File: config.mk
export PLATFORM = sky130hd
export DESIGN_NAME = instr_fetch_unit
export DESIGN_NICKNAME = d
export VERILOG_FILES = /design/src/rtl/fetch_pkg.sv /design/src/rtl/fetch_fifo.sv /design/src/rtl/instr_fetch_unit.sv
export SDC_FILE = /design/constraint.sdc
export NUM_CORES = 1
export LEC_CHECK = 0
export ABC_AREA = 1
export CELL_PAD_IN_SITES_DETAIL_PLACEMENT = 1
export CELL_PAD_IN_SITES_GLOBAL_PLACEMENT = 2
export CORE_MARGIN = 5
export CORE_UTILIZATION = 36
export CTS_CLUSTER_DIAMETER = 120
export DETAILED_ROUTE_END_ITERATION = 6
export GPL_TIMING_DRIVEN = 1
export HOLD_SLACK_MARGIN = 0.15
export PLACE_DENSITY = 0.85
export SETUP_SLACK_MARGIN = 0.2
export SLEW_MARGIN = 20
export SYNTH_ARGS = -nofsm -noshare
export SYNTH_HDL_FRONTEND = slang
export SYNTH_HIERARCHICAL = 1
export SYNTH_SLANG_ARGS = --single-unit
File: constraint.sdc
create_clock -name Clock -period 10 [get_ports Clock]
set_clock_uncertainty 0.2 [all_clocks]
set_input_delay 3 -clock Clock [delete_from_list [all_inputs] [get_ports Clock]]
set_output_delay 3 -clock Clock [all_outputs]
set_load 0.02 [all_outputs]
File: src/rtl/fetch_pkg.sv
// Shared constants, state encoding and entry layout for the instruction fetch unit.
package fetch_pkg;

  localparam logic [31:0] INSTR_NOP = 32'h0000_0013;
  localparam logic [31:0] PC_STEP   = 32'd4;

  typedef enum logic [1:0] {
    FS_IDLE  = 2'd0,
    FS_FETCH = 2'd1,
    FS_FLUSH = 2'd2
  } fetch_state_t;

  typedef struct packed {
    logic [31:0] instr;
    logic [31:0] pc;
  } fetch_entry_t;

  function automatic logic [31:0] align_pc(input logic [31:0] pc);
    return {pc[31:2], 2'b00};
  endfunction

endpackage

File: src/rtl/fetch_fifo.sv
// Synchronous prefetch FIFO: array storage, combinational head read, flush clears all entries.
module fetch_fifo #(
  parameter int DEPTH = 4,
  parameter int WIDTH = 64
) (
  input  logic                       i_clk,
  input  logic                       i_rst,
  input  logic                       i_push,
  input  logic                       i_pop,
  input  logic                       i_flush,
  input  logic [WIDTH-1:0]           i_wdata,
  output logic [WIDTH-1:0]           o_rdata,
  output logic [$clog2(DEPTH+1)-1:0] o_count,
  output logic                       o_full,
  output logic                       o_empty
);

  localparam int AW = $clog2(DEPTH);
  localparam int CW = $clog2(DEPTH + 1);

  logic [WIDTH-1:0] r_mem [DEPTH];
  logic [AW-1:0]    r_wr_ptr;
  logic [AW-1:0]    r_rd_ptr;
  logic [CW-1:0]    r_count;
  logic             w_do_push;
  logic             w_do_pop;

  assign o_count   = r_count;
  assign o_full    = (r_count == CW'(DEPTH));
  assign o_empty   = (r_count == '0);
  assign o_rdata   = r_mem[r_rd_ptr];
  assign w_do_push = i_push && !i_flush && !o_full;
  assign w_do_pop  = i_pop && !i_flush && !o_empty;

  // Storage carries no reset so it maps onto distributed/block RAM.
  always_ff @(posedge i_clk) begin
    if (w_do_push) begin
      r_mem[r_wr_ptr] <= i_wdata;
    end
  end

  always_ff @(posedge i_clk or posedge i_rst) begin
    if (i_rst) begin
      r_wr_ptr <= '0;
      r_rd_ptr <= '0;
      r_count  <= '0;
    end else if (i_flush) begin
      r_wr_ptr <= '0;
      r_rd_ptr <= '0;
      r_count  <= '0;
    end else begin
      if (w_do_push) r_wr_ptr <= r_wr_ptr + AW'(1);
      if (w_do_pop)  r_rd_ptr <= r_rd_ptr + AW'(1);
      r_count <= r_count + CW'(w_do_push) - CW'(w_do_pop);
    end
  end

endmodule

File: src/rtl/instr_fetch_unit.sv
// Fetch PC owner: issues in-order imem requests under a FIFO credit limit, buffers
// returned words with their PCs, and resteers on redirect by discarding in-flight responses.
module instr_fetch_unit
  import fetch_pkg::*;
#(
  parameter logic [31:0] RESET_PC   = 32'h0000_0000,
  parameter int          FIFO_DEPTH = 4,
  parameter int          MAX_OUTST  = 4
) (
  input  logic        Clock,
  input  logic        Reset,
  output logic        Imem_Req_Valid,
  input  logic        Imem_Req_Ready,
  output logic [31:0] Imem_Req_Addr,
  input  logic        Imem_Rsp_Valid,
  input  logic [31:0] Imem_Rsp_Data,
  input  logic        Redirect_Valid,
  input  logic [31:0] Redirect_PC,
  output logic        Instr_Valid,
  input  logic        Instr_Ready,
  output logic [31:0] Instr,
  output logic [31:0] Instr_PC
);

  localparam int OW = $clog2(MAX_OUTST + 1);
  localparam int CW = $clog2(FIFO_DEPTH + 1);

  fetch_state_t  r_state;
  fetch_state_t  w_state_next;
  logic [31:0]   r_fetch_pc;
  logic [31:0]   r_rsp_pc;
  logic [31:0]   r_last_pc;
  logic [31:0]   w_redirect_pc;
  logic [OW-1:0] r_outst;
  logic [OW-1:0] r_stale;
  logic [OW-1:0] w_outst_next;
  logic [OW-1:0] w_stale_next;
  logic          w_credit_ok;
  logic          w_req_fire;
  logic          w_push;
  logic          w_drop;
  logic          w_pop;
  logic          w_fifo_full;
  logic          w_fifo_empty;
  logic [CW-1:0] w_fifo_count;
  fetch_entry_t  w_push_entry;
  fetch_entry_t  w_head;

  assign w_redirect_pc = align_pc(Redirect_PC);

  // Every outstanding request will land in the FIFO, so reserve a slot for each.
  assign w_credit_ok = (r_outst < OW'(MAX_OUTST)) &&
                       ((32'(w_fifo_count) + 32'(r_outst)) < 32'(FIFO_DEPTH));

  assign Imem_Req_Valid = (r_state == FS_FETCH) && !Redirect_Valid && w_credit_ok;
  assign Imem_Req_Addr  = r_fetch_pc;
  assign w_req_fire     = Imem_Req_Valid && Imem_Req_Ready;

  assign w_push = Imem_Rsp_Valid && !Redirect_Valid && (r_state == FS_FETCH) && (r_stale == '0);
  assign w_drop = Imem_Rsp_Valid && !Redirect_Valid && (r_stale != '0);
  assign w_outst_next = r_outst + OW'(w_req_fire) - OW'(Imem_Rsp_Valid);
  assign w_push_entry = {Imem_Rsp_Data, r_rsp_pc};

  assign Instr_Valid = !w_fifo_empty && (r_state == FS_FETCH);
  assign w_pop       = Instr_Valid && Instr_Ready;
  assign Instr       = Instr_Valid ? w_head.instr : INSTR_NOP;
  assign Instr_PC    = Instr_Valid ? w_head.pc : r_last_pc;

  // On redirect everything still in flight becomes stale, including a same-cycle accept.
  always_comb begin
    w_stale_next = r_stale;
    if (Redirect_Valid) begin
      w_stale_next = w_outst_next;
    end else if (w_drop) begin
      w_stale_next = r_stale - OW'(1);
    end
  end

  always_comb begin
    w_state_next = r_state;
    case (r_state)
      FS_IDLE:  w_state_next = FS_FETCH;
      FS_FETCH: if (Redirect_Valid && (w_outst_next != '0)) w_state_next = FS_FLUSH;
      FS_FLUSH: if (w_stale_next == '0) w_state_next = FS_FETCH;
      default:  w_state_next = FS_IDLE;
    endcase
  end

  always_ff @(posedge Clock or posedge Reset) begin
    if (Reset) begin
      r_state    <= FS_IDLE;
      r_fetch_pc <= RESET_PC;
      r_rsp_pc   <= RESET_PC;
      r_last_pc  <= RESET_PC;
      r_outst    <= '0;
      r_stale    <= '0;
    end else begin
      r_state <= w_state_next;
      r_outst <= w_outst_next;
      r_stale <= w_stale_next;
      if (Redirect_Valid) begin
        r_fetch_pc <= w_redirect_pc;
        r_rsp_pc   <= w_redirect_pc;
      end else begin
        if (w_req_fire) r_fetch_pc <= r_fetch_pc + PC_STEP;
        if (w_push)     r_rsp_pc   <= r_rsp_pc + PC_STEP;
      end
      if (Instr_Valid) r_last_pc <= w_head.pc;
    end
  end

  fetch_fifo #(
    .DEPTH (FIFO_DEPTH),
    .WIDTH (64)
  ) u_fifo (
    .i_clk   (Clock),
    .i_rst   (Reset),
    .i_push  (w_push),
    .i_pop   (w_pop),
    .i_flush (Redirect_Valid),
    .i_wdata (w_push_entry),
    .o_rdata (w_head),
    .o_count (w_fifo_count),
    .o_full  (w_fifo_full),
    .o_empty (w_fifo_empty)
  );

  a_no_push_full: assert property (@(posedge Clock) disable iff (Reset)
    !(w_push && w_fifo_full));
  a_no_rsp_underflow: assert property (@(posedge Clock) disable iff (Reset)
    !(Imem_Rsp_Valid && (r_outst == '0)));
  a_no_outst_overflow: assert property (@(posedge Clock) disable iff (Reset)
    !(w_req_fire && !Imem_Rsp_Valid && (r_outst == OW'(MAX_OUTST))));

endmodule

# Yosys cells after proc, flatten, opt, wreduce, memory -nomap -nowiden
# Memory sizes are Yosys's and may differ from the RTL's.
# Cells that the tools add are included.
dict set report op_classes {
  add_sub_neg 10
  magnitude_cmp 2
  n_eq_ne 5
  n_mux 18
  reduce_logical 29
}
# operator count
set op_table {}
lappend op_table {{$mux W32} 6}
lappend op_table {{$add A32 B3 Y32 const B} 2}
lappend op_table {{$logic_and A1 B1 Y1} 15}
lappend op_table {{$mux W2} 6}
lappend op_table {{$logic_not A3 Y1} 3}
lappend op_table {{$mux W3} 3}
lappend op_table {{$reduce_bool A2 Y1} 4}
lappend op_table {{$add A3 B1 Y3} 2}
lappend op_table {{$pmux W2 S3} 1}
lappend op_table {{$reduce_bool A3 Y1} 2}
lappend op_table {{$sub A3 B1 Y3} 2}
lappend op_table {{$add A2 B1 Y2 const B} 2}
lappend op_table {{$add A3 B3 Y4} 1}
lappend op_table {{$lt A4 B3 Y1 const B} 1}
lappend op_table {{$eq A3 B3 Y1 const B} 1}
lappend op_table {{$logic_not A1 Y1} 3}
lappend op_table {{$lt A3 B3 Y1 const B} 1}
lappend op_table {{$sub A3 B1 Y3 const B} 1}
lappend op_table {{$eq A2 B1 Y1 const B} 1}
lappend op_table {{$eq A2 B2 Y1 const B} 1}
lappend op_table {{$logic_not A2 Y1} 1}
lappend op_table {{$mux W1} 2}
lappend op_table {{$ne A2 B1 Y1 const B} 1}
lappend op_table {{$ne A2 B2 Y1 const B} 1}
lappend op_table {{$reduce_and A2 Y1} 1}
dict set report word_totals {
  regBits 111
  mem_bits_rw 256
  in_bits 70
  out_inout_bits 98
  elab_cells 74
  memories 1
}
# name depth width read_ports rd_ports_with_merged_regs wr line_no
set memory_table {}
lappend memory_table {u_fifo.r_mem 4 64 1 0 1 fetch_fifo.sv:21} ;# logic [WIDTH-1:0] r_mem [DEPTH];

# Longest topological paths before layout
# Gate-level depths: netlist of run 1.
dict set report logic_depth {
  depth_word 11
  ltp_mapped 20
  ltp_nobuf 20
}

# By module
# Netlist of run 1, hierarchy kept.
# mod n_inst cells_each area_per_inst_um2 seq_area_each_um2
set modules_own_cells {}
lappend modules_own_cells {fetch_fifo 1 815 10597.7 7862.5}
lappend modules_own_cells {instr_fetch_unit 1 941 6382.4 2502.4}

# Worst setup path after synthesis of run 1
# Ideal clock, no wire load.
dict set report synth_path {
  path_type {input to register}
  start {input port Redirect_Valid}
  end {memory u_fifo.r_mem[0][0] (enable)}
  setup_ns 0.487
  arrival_ns 6.762
  required_time_ns 9.313
  slack_ns 2.551
  stages 10
  n_path_buf 3
  cell_sequence {buf_6 > nor2_4 > nand3_4 > inv_2 > buf_4 > buf_6 > inv_1 > nor2_1 > nand2_1 > nor2_1}
}
dict set report synth_between {
  elab_chain_len 8
}
# item line_no
set synth_lines {}
lappend synth_lines {{start: declaration} instr_fetch_unit.sv:17} ;# input logic Redirect_Valid,
lappend synth_lines {{$logic_not A1 Y1} instr_fetch_unit.sv:59} ;# assign w_push = Imem_Rsp_Valid && !Redirect_Valid && (r_state == FS_FETCH) && (r_stale == '0);
lappend synth_lines {{$logic_and A1 B1 Y1 (3 in a row)} instr_fetch_unit.sv:59}
lappend synth_lines {{via w_push} instr_fetch_unit.sv:40} ;# logic w_push;
lappend synth_lines {{$logic_and A1 B1 Y1 (2 in a row)} fetch_fifo.sv:32} ;# assign w_do_push = i_push && !i_flush && !o_full;
lappend synth_lines {{$mux W1} fetch_fifo.sv:37} ;# if (w_do_push) begin
lappend synth_lines {{$mux W1 (not written as such)} fetch_fifo.sv:38} ;# r_mem[r_wr_ptr] <= i_wdata;
lappend synth_lines {{end: declaration} fetch_fifo.sv:21}
# The timed path passes the listed nets, and every way through them passes these cells.

# Worst setup path in the final report of run 1
dict set report layout_path {
  start {input port Redirect_Valid}
  end {output port Imem_Req_Valid}
}
dict set report layout_between {
  elab_chain_len 3
}
# item line_no
set layout_lines {}
lappend layout_lines {{$logic_not A1 Y1} instr_fetch_unit.sv:55} ;# assign Imem_Req_Valid = (r_state == FS_FETCH) && !Redirect_Valid && w_credit_ok;
lappend layout_lines {{$logic_and A1 B1 Y1 (2 in a row)} instr_fetch_unit.sv:55}
lappend layout_lines {{end: declaration} instr_fetch_unit.sv:12} ;# output logic Imem_Req_Valid,
# No other way between the ends.

==> results of run 1 <==
[through the flow]
step           total power [W]  std cells  cell area, µm²  utilization, %  setup slack, ps
3_3_place_gp           0.00249       2474           19000            40.9             2580
3_5_place_dp           0.00252       2474           19000            40.9             2580
4_1_cts                0.00398       2547           20300            43.7             2580
5_1_grt                0.00412       2547           20300            43.7             2530
2_1_floorplan          0.00220       1764           17000               -             2550
6_report               0.00392       2547           20300            43.7             2600
[power groups by stage]
| stage | clock network (W) | registers (W) | logic [W] |
|---|---|---|---|
| global placement | 0 | 0.00186 | 0.000633 |
| CTS | 0.00149 | 0.00184 | 0.000653 |
| finish | 0.00144 | 0.00184 | 0.000641 |
| global route | 0.00155 | 0.00185 | 0.000710 |
| floorplan | 0 | 0.00186 | 0.000347 |
| detailed placement | 0 | 0.00187 | 0.000650 |
[per-layer routing]
| metal | global-route usage (%) | wire length, µm |
|---|---|---|
| met2 | 29.3 | 21400 |
| met5 | 0 | 0 |
| met1 | 22.4 | 19900 |
| met3 | 2.55 | 1870 |
| met4 | 5.34 | 1100 |
[layout make-up]
type,instances,area share [%]
clock buffers,53,5.36
clock inverters,20,0.960
inverters,275,5.09
multi-input cells,1056,25.4
flip-flops and latches,363,51.0
well taps,607,3.74
repair buffers,173,8.43
[worst paths after layout]
kind                       cells past startpoint  slack, ps      startpoint                   to
hold reg to reg                                2        270   r_last_pc[18]        r_last_pc[18]
setup reg to reg                              11       6050      r_stale[0]  u_fifo/r_mem[0][24]
min in group asynchronous                      2       2590           Reset   u_fifo/r_rd_ptr[0]
hold / removal                                 2        270   r_last_pc[18]        r_last_pc[18]
max in group asynchronous                      3       5620           Reset         r_rsp_pc[27]
setup / recovery                               5       2600  Redirect_Valid       Imem_Req_Valid
[state kept, by name, summed over array words and instances (netlist names)]
signal,count
u_fifo/r_rd_ptr,2
u_fifo/o_count,3
u_fifo/r_wr_ptr,2
r_state,2
u_fifo/r_mem,256
r_last_pc,32
r_outst,3
Imem_Req_Addr,30
r_rsp_pc,30
r_stale,3
[worst min-delay path: stages, from the launching register on]
cell and delay [ps]:
dfrtp_1 320, nand2_1 50, nand2_1 60
==> summary.txt, run 1 <==
fin. max-slew vios - 0
die width - 227 µm
NumNets Final - 1,995
Routed WL per cell - 17.4 µm
status - finished, final reports clean
Starting Density - 36.5%
grt total ovfl - 0
clock buffer depth - 3
worst-path maximum fanout - 3
P per Cell Area - 193 nW/µm²
crit path cell chain - buf_2 -> nor3_2 -> nand3_1 -> inv_1 -> clkdlybuf4s50_1
critical setup path kind - in -> out
drt first pass iters - 4
Placer Congestion - 0.851
Fin Hold WS - 269 ps
critical path arrival - 4200 ps
# setup viols final - 0
Worst path max stage delay - 600 ps
post-DR vias/cell - 4.85
Post-route DRC - 0
Final period util - 74.0%
hold_buf cts - 0
fmax - 135 MHz
initial antenna violation count - 0
vias in the first global route - 12,900
register area - 10,400 µm²
Sequential Power Share - 46.9%
CTS Sinks - 363
CP bufs+invs - 3
Rows - 79
I/O pin total - 168
Core ar. - 46,600 µm²
synth warn - 6
postcts setup bufs - 0
Final ANT Viol Nets - 0
share of layout cells above drive strength 1 - 6.49%
internal power - 0.00284 W
Clock transition at path regs - 60 ps
Crit path max-delay family - buffers and inverters
port buffer count - 163
footprint of the multi-input gates - 5160 µm²
Post-DP HPWL - 29.2 mm
final hold violations - 0
commonest non-fill, non-tap cell in the layout - nand2_1
Die Y - 227 µm
Max Cap Viol - 0
WP data required - 6800 ps
Syn Inst Count - 1,755
switching share of power - 27.5%
vias post-DR - 12,400
post-CTS resize count - 0
CTS Buf Count - 40
actual slew at the worst max-slew pin - 1040 ps
area grow syn2layout - 19.8%
max_slew headroom - 30.7%
RSZ-0062 raised after global routing - no
Avg Inst Size Synth - 9.67 µm²
minimum clock period - 7400 ps
first-pass GRT wire length - 69.6 mm
initial DRC count - 688
Worst-Skew Late Latency - 550 ps
switching power of the nets - 0.00108 W
Critical Path Start Type - primary input
full die area - 51,600 µm²
VDD IR max - 0.0000904 V
clock share of power - 36.7%
Critical Path Sink Type - primary output
H-tree depth - 2
root buffer cell - clkbuf_16
number of fill cells - 5,311
worst hold path class - reg -> reg
Total Routing Usage GR - 17.1%
Gate power share - 16.4%
most frequent cells in the layout - 513 x nand2_1, 266 x inv_1, 256 x edfxtp_1
final wirelength - 44.3 mm
largest net degree at the start of global routing - 224
Synth Cell Area - 17,000 µm²
Worst path slowest cell - clkdlybuf4s50_1
Pleak - 8.31 nW
ANT cells - 0
TritonCTS clock tree - done
TNS Setup - 0 ps
Power figures use the tool's default switching activity.
==> run 2, diff against run 1 <==
- CORE_UTILIZATION: 36 -> 33
- PLACE_DENSITY: 0.85 -> 0.82
- clock period: 10 -> 6.1 ns (I/O delays scaled with it)
==> summary.txt, run 2 (synthesis gave the netlist of run 1 again) <==
DP Area - 19,200 µm²
Core ar. - 51,100 µm²
critical setup path kind - reg -> out
max reg flops - 256
status - finished, final reports clean
Critical Path Start Type - register
Worst path max stage delay - 1060 ps
P per Cell Area - 309 nW/µm²
Worst path slowest cell - dfrtp_4
Critical Path Sink Type - primary output
RSZ-0062 raised after global routing - no
Die Y - 237 µm
final hold violations - 0
CP bufs+invs - 2
Post-DP HPWL - 30.8 mm
postcts setup bufs - 0
I/O pin total - 168
worst hold path class - reg -> reg
# setup viols final - 0
vias in the first global route - 13,300
full die area - 56,100 µm²
vias post-DR - 12,400
CTS Sinks - 363
Final Instance Area - 20,500 µm²
pre-CTS WS - 1010 ps
crit path cell chain - buf_4 -> o21ai_0 -> nand2_1 -> nand2_1 -> nand2_1 -> clkdlybuf4s50_1
grt total ovfl - 0
initial antenna violation count - 0
Rows - 83
initial DRC count - 580
final wirelength - 45.2 mm
cell repeated most along the worst path - nand2_1
top flop regs - u_fifo/r_mem: 256 flops, r_last_pc: 32 flops
most frequent cells in the layout - 513 x nand2_1, 266 x inv_1, 256 x edfxtp_1
Final ANT Viol Nets - 0
Max Cap Viol - 0
WP data required - 4070 ps
NumNets Final - 2,003
Placer Congestion - 0.817
Worst-Skew Late Latency - 550 ps
die width - 237 µm
max_slew headroom - 28.9%
post-CTS resize count - 0
CTS Buf Count - 40
largest net degree at the start of global routing - 109
Clock transition at path regs - 60 ps
Starting Density - 33.2%
root buffer cell - clkbuf_16
clock buffer depth - 3
Crit path max-delay family - buffers and inverters
worst-path maximum fanout - 108
Final period util - 87.0%
Worst Setup Slack, final - 792 ps
Post-route DRC - 0
H-tree depth - 2
ANT cells - 0
critical path arrival - 3280 ps
fin. max-slew vios - 0
TritonCTS clock tree - done
actual slew at the worst max-slew pin - 1070 ps
post-DR vias/cell - 4.72
port buffer count - 163
hold_buf cts - 0
Pleak - 8.33 nW
Routed WL per cell - 17.2 µm
Fin Hold WS - 266 ps
first-pass GRT wire length - 72.7 mm
minimum clock period - 5310 ps
commonest non-fill, non-tap cell in the layout - nand2_1
fmax - 188 MHz
area grow syn2layout - 20.5%
drt first pass iters - 4
Reg with most FFs - u_fifo/r_mem
VDD IR max - 0.000156 V
Total Routing Usage GR - 16.1%
share of layout cells above drive strength 1 - 6.63%
==> run 2: layer usage <==
metal	track usage, %	vias up	share of wire (%)
met1	21.4	6088	46
met2	27.8	205	49
met4	4.13	0	1.8
met5	0	-	0
met3	2.38	54	3.6
li1	-	6051	-
==> run 2: worst register-to-register path: cells and delay by family, from the launching register on <==
kind / cells / cell delay (ps)
adder cells (fa/ha/maj): 4 / 1310
AO/OA/AOI/OAI: 1 / 80
flip-flops: 1 / 430
buffers and inverters: 2 / 90
AND/OR/NAND/NOR: 8 / 1110
==> run 2: through the flow <==
stage	util, %	total power [W]	std cells	setup TNS (ps)
after floorplan	-	0.00361	1764	-45790
after global placement	37.6	0.00409	2554	0
after detailed placement	37.6	0.00413	2554	0
after CTS	40.0	0.00643	2626	0
after global routing	40.0	0.00666	2627	0
final	40.0	0.00632	2627	0
==> run 2: cell type report <==
class / count / area, µm²
clock buffer: 55 / 1080
timing repair buffer: 181 / 1830
inverter: 275 / 1030
multi-input combinational: 1056 / 5160
sequential: 363 / 10400
tap: 680 / 851
fill: 5790 / 30600
clock inverter: 17 / 131
==> run 2: path summary, 6_finish.rpt <==
path / from / slack, ps / depth (start not counted) / endpoint
worst max-delay path: u_fifo/r_rd_ptr[0] / 790 / 6 / Instr_PC[18]
worst min-delay path: r_last_pc[18] / 270 / 2 / r_last_pc[18]
worst max register to register: r_outst[2] / 2770 / 15 / r_state[1]
worst min register to register: r_last_pc[18] / 270 / 2 / r_last_pc[18]
max in group asynchronous: Reset / 3220 / 3 / r_rsp_pc[31]
min in group asynchronous: Reset / 1410 / 2 / u_fifo/r_rd_ptr[0]
==> run 2: report_power, final <==
| group | total (W) | internal (W) | switching [W] |
|---|---|---|---|
| sequential | 0.00302 | 0.00285 | 0.000167 |
| clock | 0.00225 | 0.00128 | 0.000971 |
| combinational | 0.00105 | 0.000418 | 0.000631 |
